===== config.mk =====
export PLATFORM = sky130hd
export DESIGN_NAME = vc_arb_client
export DESIGN_NICKNAME = d
export VERILOG_FILES = /design/src/rtl/vc_arb_client.sv
export SDC_FILE = /design/constraint.sdc
export NUM_CORES = 1
export LEC_CHECK = 0
export ABC_AREA = 1
export CORE_MARGIN = 2
export CORE_UTILIZATION = 42
export CTS_CLUSTER_DIAMETER = 80
export CTS_CLUSTER_SIZE = 25
export DETAILED_ROUTE_END_ITERATION = 8
export PLACE_DENSITY = 0.87
export SETUP_SLACK_MARGIN = 0.02
export SYNTH_ARGS = -nofsm -noshare
export SYNTH_HDL_FRONTEND = slang
export SYNTH_SLANG_ARGS = --single-unit

===== constraint.sdc =====
create_clock -name clk_i -period 1.45 [get_ports clk_i]
set_input_delay 0.29 -clock clk_i [delete_from_list [all_inputs] [get_ports clk_i]]
set_output_delay 0.29 -clock clk_i [all_outputs]
set_load 0.1 [all_outputs]

===== src/rtl/vc_arb_client.sv =====
// vc_arb_client: client side of a variable-priority arbitration chain.
//
// Each input port owns a one-entry holding register. Occupied entries are
// presented to an external arbitration chain as requests together with a
// one-hot priority vector. The chain returns a grant vector combinationally.
// The granted entry is forwarded downstream and freed when downstream accepts.
// Priority then rotates to the port just after the winner.
//
// Ports:
//   clk_i        clock; all state updates on the rising edge
//   reset_i      synchronous active-high reset
//   domain_i     security-domain label {L}; carries no functional logic
//   in_val_i     per-port message valid
//   in_rdy_o     per-port ready (entry empty)
//   in_msg_i     per-port messages, port i in bits [i*M +: M]
//   reqs_o       request vector to the arbitration chain (= occupied entries)
//   priority_o   one-hot highest-priority port for the chain
//   grants_i     grant vector returned by the chain
//   out_val_o    forwarded message valid
//   out_rdy_i    downstream accepts the forwarded message
//   out_msg_o    forwarded message (OR of granted entries)
//   out_grant_o  one-hot source port of out_msg_o
//   err_o        sticky protocol error (multi-hot or stray grant)

module vc_arb_client #(
  parameter int unsigned p_num_reqs  = 4,
  parameter int unsigned p_msg_nbits = 8
) (
  input  logic                              clk_i,
  input  logic                              reset_i,
  input  logic                              domain_i,

  input  logic [p_num_reqs-1:0]             in_val_i,
  output logic [p_num_reqs-1:0]             in_rdy_o,
  input  logic [p_num_reqs*p_msg_nbits-1:0] in_msg_i,

  output logic [p_num_reqs-1:0]             reqs_o,
  output logic [p_num_reqs-1:0]             priority_o,
  input  logic [p_num_reqs-1:0]             grants_i,

  output logic                              out_val_o,
  input  logic                              out_rdy_i,
  output logic [p_msg_nbits-1:0]            out_msg_o,
  output logic [p_num_reqs-1:0]             out_grant_o,

  output logic                              err_o
);

  localparam int unsigned N = p_num_reqs;
  localparam int unsigned M = p_msg_nbits;

  localparam logic [N-1:0] OneN  = N'(1);
  localparam logic [N-1:0] ZeroN = '0;

  // Domain is a static security label only; nothing in the datapath depends on it.
  logic unused_domain;
  assign unused_domain = domain_i;

  // ---------------------------------------------------------------------------
  // State
  // ---------------------------------------------------------------------------
  logic [N-1:0] full_q, full_d;
  logic [M-1:0] msg_q [N];
  logic [N-1:0] prio_q, prio_d;
  logic         err_q,  err_d;

  // ---------------------------------------------------------------------------
  // Combinational decode
  // ---------------------------------------------------------------------------
  logic [N-1:0] enq;
  logic [N-1:0] eg;
  logic         fire;
  logic         eg_onehot;
  logic         grant_multi;
  logic         grant_stray;

  // Readiness depends only on local state, so no path from out_rdy_i/grants_i.
  assign in_rdy_o = ~full_q;
  assign enq      = in_val_i & ~full_q;

  assign reqs_o     = full_q;
  assign priority_o = prio_q;

  // Grants to empty entries are ignored for forwarding but still flagged.
  assign eg          = grants_i & full_q;
  assign out_val_o   = |eg;
  assign out_grant_o = eg;
  assign fire        = out_val_o & out_rdy_i;

  // x & (x-1) clears the lowest set bit; zero result means at most one bit set.
  assign eg_onehot   = (eg != ZeroN) && ((eg & (eg - OneN)) == ZeroN);
  assign grant_multi = (grants_i & (grants_i - OneN)) != ZeroN;
  assign grant_stray = (grants_i & ~full_q) != ZeroN;

  // Masked OR; yields zero when nothing is granted.
  always_comb begin
    out_msg_o = '0;
    for (int unsigned i = 0; i < N; i++) begin
      if (eg[i]) begin
        out_msg_o = out_msg_o | msg_q[i];
      end
    end
  end

  // ---------------------------------------------------------------------------
  // Next state
  // ---------------------------------------------------------------------------
  always_comb begin
    full_d = full_q;
    prio_d = prio_q;
    err_d  = err_q;

    // Dequeue and enqueue never target the same port: eg is a subset of
    // full_q while enq is a subset of ~full_q.
    if (fire) begin
      full_d = full_d & ~eg;
    end
    full_d = full_d | enq;

    // Rotate the single winner up by one; a multi-hot fire leaves priority alone.
    if (fire && eg_onehot) begin
      prio_d = {eg[N-2:0], eg[N-1]};
    end

    if (grant_multi || grant_stray) begin
      err_d = 1'b1;
    end
  end

  always_ff @(posedge clk_i) begin
    if (reset_i) begin
      full_q <= '0;
      prio_q <= OneN;
      err_q  <= 1'b0;
    end else begin
      full_q <= full_d;
      prio_q <= prio_d;
      err_q  <= err_d;
    end
  end

  // Payload needs no reset: it is only observed while its full bit is set.
  always_ff @(posedge clk_i) begin
    for (int unsigned i = 0; i < N; i++) begin
      if (enq[i]) begin
        msg_q[i] <= in_msg_i[i*M +: M];
      end
    end
  end

  assign err_o = err_q;

endmodule

==> qor_table.md, run 1 <==
| Stage | Result | This run |
|---|---|---|
| flow run | Number of maximum-capacitance violations | 0 |
| die | Vertical die dimension | 66.4 um |
| clocking | CTS buffer count | 5 |
| sta | Setup-failing EPs final | 9 |
| sta | Worst max-slew margin expressed relative to the limit | 0.803 |
| critical path | Worst endpoint required time | 1.16 ns |
| sta | Fraction of the cycle the final worst path needs | 1.07 |
| sta | Final count of pins violating max slew | 0 |
| die | Core outline area | 0.00369 sq mm |
| clocking | Total clock sinks | 41 |
| layout | Layout cells sized above 1 | 0.359 |
| layout | Utilization after layout | 0.818 |
| pwr | Static leakage | 1.23 nW |
| detailed routing | Final routed DRC violation total | 0 |
| pwr | Max IR drop VDD | 0.000926 V |
| critical path | Type of destination of the critical path | output pin |
| synthesis | Number of distinct library cells after synthesis | 17 |
| synthesis | Area fraction of the dominant cell type after synthesis | 0.588 |
| die | I/O pins | 70 |
| place | Instance area after placement | 0.00280 sq mm |
| clocking | Reg clk slew, reported paths | 0.07 ns |
| clocking | Worst-Skew Late Latency | 0.29 ns |
| clocking | Clock tree from TritonCTS | yes |
| layout | Design area | 0.00302 sq mm |
| global route | Number of antenna violations at the first check in global routing | 0 |
| sta | Crit path setup slack, layout | -0.0956 ns |
| place | Count of input and output buffers | 68 |
| detailed routing | Length of the first detailed-routing pass in iterations | 4 |
| detailed routing | Overall via count from detail_route | 1,451 |
| min path | Min-delay worst type | reg -> reg |
| synthesis | Number of register bits inferred by synthesis | 41 |
| detailed routing | Starting DRT DRC Count | 61 |
| critical path | Reg2Reg Capture Point | priority_o[3] |
| die | Number of standard-cell rows in the floorplan | 22 |
| critical path | Worst R2R Path Depth | 7 |
| die | Die Footprint | 0.00441 sq mm |
| layout | Layout overhead on the synthesized area | 84.5% |
| layout | Area taken by multi-input logic gates | 492 sq um |
| synthesis | Main area contributors after synthesis | sky130_fd_sc_hd__edfxtp_1 59%, sky130_fd_sc_hd__dfxtp_1 11%, sky130_fd_sc_hd__nand2_1 10% |
| clocking | Clock Tree Root | sky130_fd_sc_hd__clkbuf_8 |
| detailed routing | Mean routed wirelength per cell | 16.8 um |
| global route | Global-route wire length before repair | 7.64 mm |
| critical path | Setup crit end | out_msg_o[4] |
| layout | Combined flip-flop and latch cell area | 0.00116 sq mm |
| synthesis | Mean cell area of the mapped netlist | 11.0 sq um |
| critical path | Worst setup SP type | flip-flop |
| clocking | H-Tree Depth | 2 |
| die | DIE WIDTH | 66.4 um |
| pwr | Power density over the cells | 1090 mW/mm^2 |
| global route | Number of global-route vias before repair | 1,534 |
| synthesis | Total standard cell area after synthesis | 0.00163 sq mm |
| critical path | Worst Path Class, Setup | reg -> out |
| place | Setup Slack @ Placement | -0.341 ns |
| pwr | Post-route total power | 3.29 mW |
| layout | Final-stage net count | 288 |
| place | Final weighted congestion in routability-driven placement | 0.876 |
| critical path | Source of the critical timing path | reqs_o[3] |
| sta | Setup clock skew after layout | 0.00500 ns |
| place | Sum of net half-perimeters after detailed placement | 3.42 mm |
| layout | Most common cell after layout, fill and taps aside | sky130_fd_sc_hd__clkdlybuf4s50_1 |
| synthesis | Sequential element share of the synthesized area | 0.698 |
| sta | Final Hold Fails | 0 |
| detailed routing | Via density | 4.95 |
| global route | Largest net degree at the start of global routing | 13 |
| status | Run status | finished with violations |
| die | Initial core utilization | 0.443 |
| sta | Setup repair after global routing missed its margin | yes |
| clocking | Hold buffer count at cts | 0 |
| global route | Global routing usage summed across all routing layers | 0.247 |
| sta | Shortest period the worst path allows | 1.55 ns |
| sta | Slew @ Worst Pin | 0.295 ns |
| synthesis | Dominant cell type by area after synthesis | sky130_fd_sc_hd__edfxtp_1 |
| sta | Hold slack final | 0.537 ns |
| synthesis | Number of synthesis warnings | 0 |
| critical path | Crit Reg-Reg Startpoint | reqs_o[3] |
| status | Failing checks | negative setup slack |
| critical path | Worst setup slack for register-to-register paths | 0.19 ns |
| layout | Filler cell count in the final layout | 208 |
| layout | Antenna cells | 0 |
| global route | GR Overflow Total | 0 |
| critical path | Worst endpoint data arrival time | 1.26 ns |
| critical path | Largest fanout on the critical path | 5 |
| synthesis | Mapped Nets | 193 |
| synthesis | Gate Count Post-Synth | 149 |
| sta | Highest Clock Rate | 647 MHz |
| layout | Leading cell types in the layout, fill and taps excluded | 38 x sky130_fd_sc_hd__clkdlybuf4s50_1, 36 x sky130_fd_sc_hd__nand2_1, 32 x sky130_fd_sc_hd__edfxtp_1 |
| detailed routing | Post-route ant nets | 0 |
| clocking | Maximum number of buffers from clock root to sink | 2 |
| detailed routing | Routed Wire Length | 4.92 mm |
==> cell type report <==
type,instances,area share
clock buffers,7,0.0253
clock inverters,1,0.00166
inverters,19,0.0349
multi-input cells,85,0.163
flip-flops and latches,41,0.383
well taps,48,0.0199
repair buffers,90,0.366
repair inverters,2,0.00581
==> flip-flops by register name, summed over array words and instances, names as in the netlist <==
signal	cells
priority_o	4
reqs_o	4
msg_q	32
err_o	1
==> critical path, cell delays in order, from the launching register on <==
cell,delay (ns)
sky130_fd_sc_hd__dfxtp_4,0.37
sky130_fd_sc_hd__nand2_8,0.10
sky130_fd_sc_hd__inv_6,0.06
sky130_fd_sc_hd__nand2_1,0.06
sky130_fd_sc_hd__nand4_1,0.16
sky130_fd_sc_hd__buf_12,0.21
==> stage by stage <==
| stage | TNS [ns] | instances |
|---|---|---|
| 2_1_floorplan | -4.94 | 149 |
| 3_3_place_gp | -4.36 | 278 |
| 3_5_place_dp | -4.99 | 278 |
| 4_1_cts | -0.597 | 293 |
| 5_1_grt | -1.26 | 293 |
| 6_report | -0.693 | 293 |
==> power by group <==
group	switching [mW]	leakage [nW]	internal, mW	total [mW]
combinational	0.734	0.805	0.453	1.19
sequential	0.0461	0.382	1.35	1.40
clock	0.364	0.0422	0.338	0.701
==> synthesized netlist by cell type <==
cell type	number
sky130_fd_sc_hd__nand2_1	44
sky130_fd_sc_hd__edfxtp_1	32
sky130_fd_sc_hd__inv_1	18
sky130_fd_sc_hd__nor2_1	13
sky130_fd_sc_hd__dfxtp_1	9
sky130_fd_sc_hd__nand4_1	9
sky130_fd_sc_hd__nand2_2	6
sky130_fd_sc_hd__a221oi_1	4
sky130_fd_sc_hd__buf_2	4
sky130_fd_sc_hd__nand3_1	2
sky130_fd_sc_hd__o21ai_0	2
sky130_fd_sc_hd__a21oi_1	1
sky130_fd_sc_hd__inv_2	1
sky130_fd_sc_hd__nand2_4	1
sky130_fd_sc_hd__nor2_2	1
sky130_fd_sc_hd__nor2_4	1
sky130_fd_sc_hd__o21ai_1	1
==> routing by layer <==
layer	vias up	GRT usage	wire, um
met5	-	0	0
met4	0	0.130	189
met3	13	0.0460	292
met2	74	0.429	2630
met1	675	0.287	1810
li1	689	-	-
==> what timing repair did <==
action | CTS | global route
setup buffers | 5 | 0
pin swaps | 7 | 5
endpoints found under the setup margin | 17 | 17
gates resized for setup | 24 | 9
gates cloned | 2 | 0
==> worst min-delay path by stage <==
stage / from / to / slack [ns] / depth (start not counted)
3_5_place_dp: priority_o[0] / priority_o[0] / 0.53 / 2
3_3_place_gp: priority_o[0] / priority_o[0] / 0.50 / 2
5_1_grt: in_msg_i[13] / msg_q[1][5] / 0.54 / 1
2_1_floorplan: reset_i / reqs_o[0] / 0.36 / 1
4_1_cts: priority_o[0] / priority_o[0] / 0.54 / 2
6_report: priority_o[0] / priority_o[0] / 0.54 / 2
==> logic make-up after synthesis <==
group                  after synthesis  synth area share
flip-flops                          41             0.698
AND/OR/NAND/NOR                     77             0.212
buffers and inverters               23            0.0559
AO/OA/AOI/OAI                        8            0.0337
Note: power is estimated with default switching activity, not from simulation.
==> run 2: changes to the inputs <==
Settings changed: CAP_MARGIN from default to 20.
==> results of run 2 <==
Same layout as run 1: the final DEF is identical, and so are final timing and power.
==> run 3: changes to the inputs <==
Settings changed: CORE_MARGIN 2 to default, REMOVE_ABC_BUFFERS from default to 1.
==> run 3 against run 2 <==
Compared with the run above: the flow still finishes with violations (negative setup slack); register-to-register slack lost 0.15 ns; global-route usage rose by 0.89 points; worst hold slack got worse by 0.00068 ns; via count up 5.7%; combinational power is essentially flat; critical path depth did not move; core utilization rose by 2.0 points; largest power group unchanged.
==> qor_table.md, run 3 (same netlist as run 1, synthesis figures left out) <==
| Stage | Result | This run | vs previous |
|---|---|---|---|
| critical path | Crit path max-delay cell type | sky130_fd_sc_hd__dfxtp_2 |  |
| sta | Setup clock skew after layout | 0.00530 ns | +0.000294 ns |
| sta | Worst max-slew margin expressed relative to the limit | 0.817 | +0.0145 |
| global route | Layer carrying the most global-route usage | met2 |  |
| critical path | Largest delay share family, worst path | buffers and inverters |  |
| die | Number of standard-cell rows in the floorplan | 22 | unchanged |
| detailed routing | Overall via count from detail_route | 1,533 | +5.7% |
| sta | Crit path setup slack, layout | -0.291 ns | -0.196 ns |
| clocking | Total clock sinks | 41 | unchanged |
| detailed routing | Mean routed wirelength per cell | 16.7 um | -0.45% |
| layout | Leading cell types in the layout, fill and taps excluded | 39 x sky130_fd_sc_hd__nand2_1, 38 x sky130_fd_sc_hd__clkdlybuf4s50_1, 32 x sky130_fd_sc_hd__edfxtp_1 |  |
| place | Instance area after placement | 0.00280 sq mm | -0.13% |
| layout | Area taken by multi-input logic gates | 442 sq um | -10% |
| sta | Fraction of the cycle the final worst path needs | 1.20 | +0.135 |
| place | Setup Slack @ Placement | -0.473 ns | -0.132 ns |
| layout | Number of flip-flops under the largest register name | 32 | unchanged |
| place | Count of input and output buffers | 68 | unchanged |
| critical path | Type of destination of the critical path | output pin |  |
| pwr | Max IR drop VDD | 0.000912 V | -1.4% |
| layout | Count of placed standard cells in the final layout, fillers left out | 304 | +3.8% |
| layout | Layout cells sized above 1 | 0.375 | +0.0158 |
| die | DIE WIDTH | 64.4 um | -3.0% |
| place | Sum of net half-perimeters after detailed placement | 3.41 mm | -0.30% |
| detailed routing | Final routed DRC violation total | 0 | unchanged |
| status | Failing checks | negative setup slack |  |
| die | Initial core utilization | 0.443 | unchanged |
| global route | Number of global-route vias before repair | 1,573 | +2.5% |
| pwr | Power density over the cells | 1150 mW/mm^2 | +5.1% |
| place | Placed Cells | 285 | +2.5% |
| clocking | Reg clk slew, reported paths | 0.08 ns | about the same |
| critical path | Largest fanout on the critical path | 6 | +1 |
| global route | Met2 capacity usage during global routing | 0.447 | +0.0186 |
| critical path | Combined buffer and inverter count along the critical path | 2 | unchanged |
| die | Vertical die dimension | 64.4 um | -3.0% |
| layout | Design area | 0.00309 sq mm | +2.4% |
| detailed routing | Starting DRT DRC Count | 83 | +36% |
| sta | Hold slack final | 0.536 ns | -0.000680 ns |
| sta | Setup-failing EPs final | 12 | +3 |
| global route | M1 GR Usage | 0.268 | -0.0194 |
| layout | Register with the most flip-flops | msg_q |  |
| sta | Shortest period the worst path allows | 1.74 ns | +0.196 ns |
| global route | Met3 layer usage reported by global route | 0.0804 | +0.0344 |
| sta | Final Hold Fails | 0 | unchanged |
| place | Final weighted congestion in routability-driven placement | 0.866 | -1.1% |
| sta | Highest Clock Rate | 574 MHz | -11% |
| clocking | Clock Tree Root | sky130_fd_sc_hd__clkbuf_8 |  |
| pwr | Post-route total power | 3.54 mW | +7.7% |
| critical path | Worst endpoint data arrival time | 1.45 ns | +0.19 ns |
| flow run | Number of maximum-capacitance violations | 0 | unchanged |
| detailed routing | Routed Wire Length | 5.09 mm | +3.3% |
| detailed routing | Post-route ant nets | 0 | unchanged |
| clocking | Maximum number of buffers from clock root to sink | 2 | unchanged |
| layout | Filler cell count in the final layout | 196 | -5.8% |
| critical path | Worst setup SP type | flip-flop |  |
| detailed routing | Via density | 5.04 | +1.8% |
| min path | Min-delay worst type | in -> reg |  |
| detailed routing | Length of the first detailed-routing pass in iterations | 4 | unchanged |
| clocking | CTS buffer count | 5 | unchanged |
| pwr | Static leakage | 1.29 nW | +5.0% |
| layout | Most common cell after layout, fill and taps aside | sky130_fd_sc_hd__nand2_1 |  |
| die | Die Footprint | 0.00414 sq mm | -5.9% |
| layout | Layout overhead on the synthesized area | 89.1% |  |
| status | Run status | finished with violations |  |
| global route | GR Overflow Total | 0 | unchanged |
| die | Core outline area | 0.00369 sq mm | unchanged |
| sta | Slew @ Worst Pin | 0.274 ns | -0.0206 ns |
| sta | Final count of pins violating max slew | 0 | unchanged |
| layout | Final-stage net count | 299 | +3.8% |
| clocking | Worst-Skew Late Latency | 0.30 ns | about the same |
| critical path | Worst Path Class, Setup | reg -> out |  |
| clocking | Clock tree from TritonCTS | yes |  |
| clocking | H-Tree Depth | 2 | unchanged |
| layout | Combined flip-flop and latch cell area | 0.00115 sq mm | -0.87% |
| global route | Global routing usage summed across all routing layers | 0.256 | +0.00885 |
| layout | Antenna cells | 0 | unchanged |
| die | I/O pins | 70 | unchanged |
| critical path | Max stage delay on crit path | 0.34 ns | -0.03 ns |
| global route | Largest net degree at the start of global routing | 15 | +2 |
| global route | Global-route wire length before repair | 7.49 mm | -1.9% |
| critical path | Worst endpoint required time | 1.16 ns | about the same |
| global route | Number of antenna violations at the first check in global routing | 0 | unchanged |
| critical path | List of cells traversed by the critical path | nand2_4 -> clkinvlp_4 -> nand2_2 -> nand4_1 -> buf_12 |  |
| sta | Setup repair after global routing missed its margin | yes |  |
[run 3: layer usage]
metal | part of all wire | vias up | routed length, um
met5 | 0 | - | 0
met4 | 0.045 | 0 | 230
met3 | 0.084 | 21 | 427
met2 | 0.51 | 90 | 2610
met1 | 0.36 | 715 | 1820
li1 | - | 707 | -
[run 3: path summary, 6_finish.rpt]
check                              startpoint  slack (ns)  cells past startpoint       endpoint
worst max-delay path                reqs_o[2]       -0.29                      5   out_msg_o[5]
worst min-delay path             in_msg_i[29]        0.54                      1    msg_q[3][5]
worst max register to register      reqs_o[2]        0.04                     12  priority_o[2]
worst min register to register  priority_o[0]        0.55                      2  priority_o[0]
[run 3: power by group]
part	switching, mW	total, mW	internal (mW)
sequential	0.0402	1.39	1.35
combinational	0.738	1.21	0.476
clock	0.416	0.931	0.515
[run 3: stage by stage]
step           setup TNS [ns]   util
3_3_place_gp            -4.77  0.758
2_1_floorplan          -32.54      -
5_1_grt                 -2.90  0.838
6_report                -2.41  0.838
4_1_cts                 -1.84  0.813
3_5_place_dp            -5.51  0.758
[run 3: final cells by class]
class / count / area share
timing repair inverter: 2 / 0.00486
sequential: 41 / 0.371
clock buffer: 5 / 0.0223
timing repair buffer: 101 / 0.398
tap: 48 / 0.0194
multi-input combinational: 85 / 0.143
clock inverter: 3 / 0.0150
inverter: 19 / 0.0263
[run 3: repair_timing]
| item | in CTS | in global routing |
|---|---|---|
| gates cloned | 2 | 0 |
| setup endpoints to repair | 13 | 19 |
| buffers inserted | 4 | 8 |
| hold buffers | 0 | 0 |
| pin swaps | 14 | 14 |
| gates resized for setup | 23 | 17 |
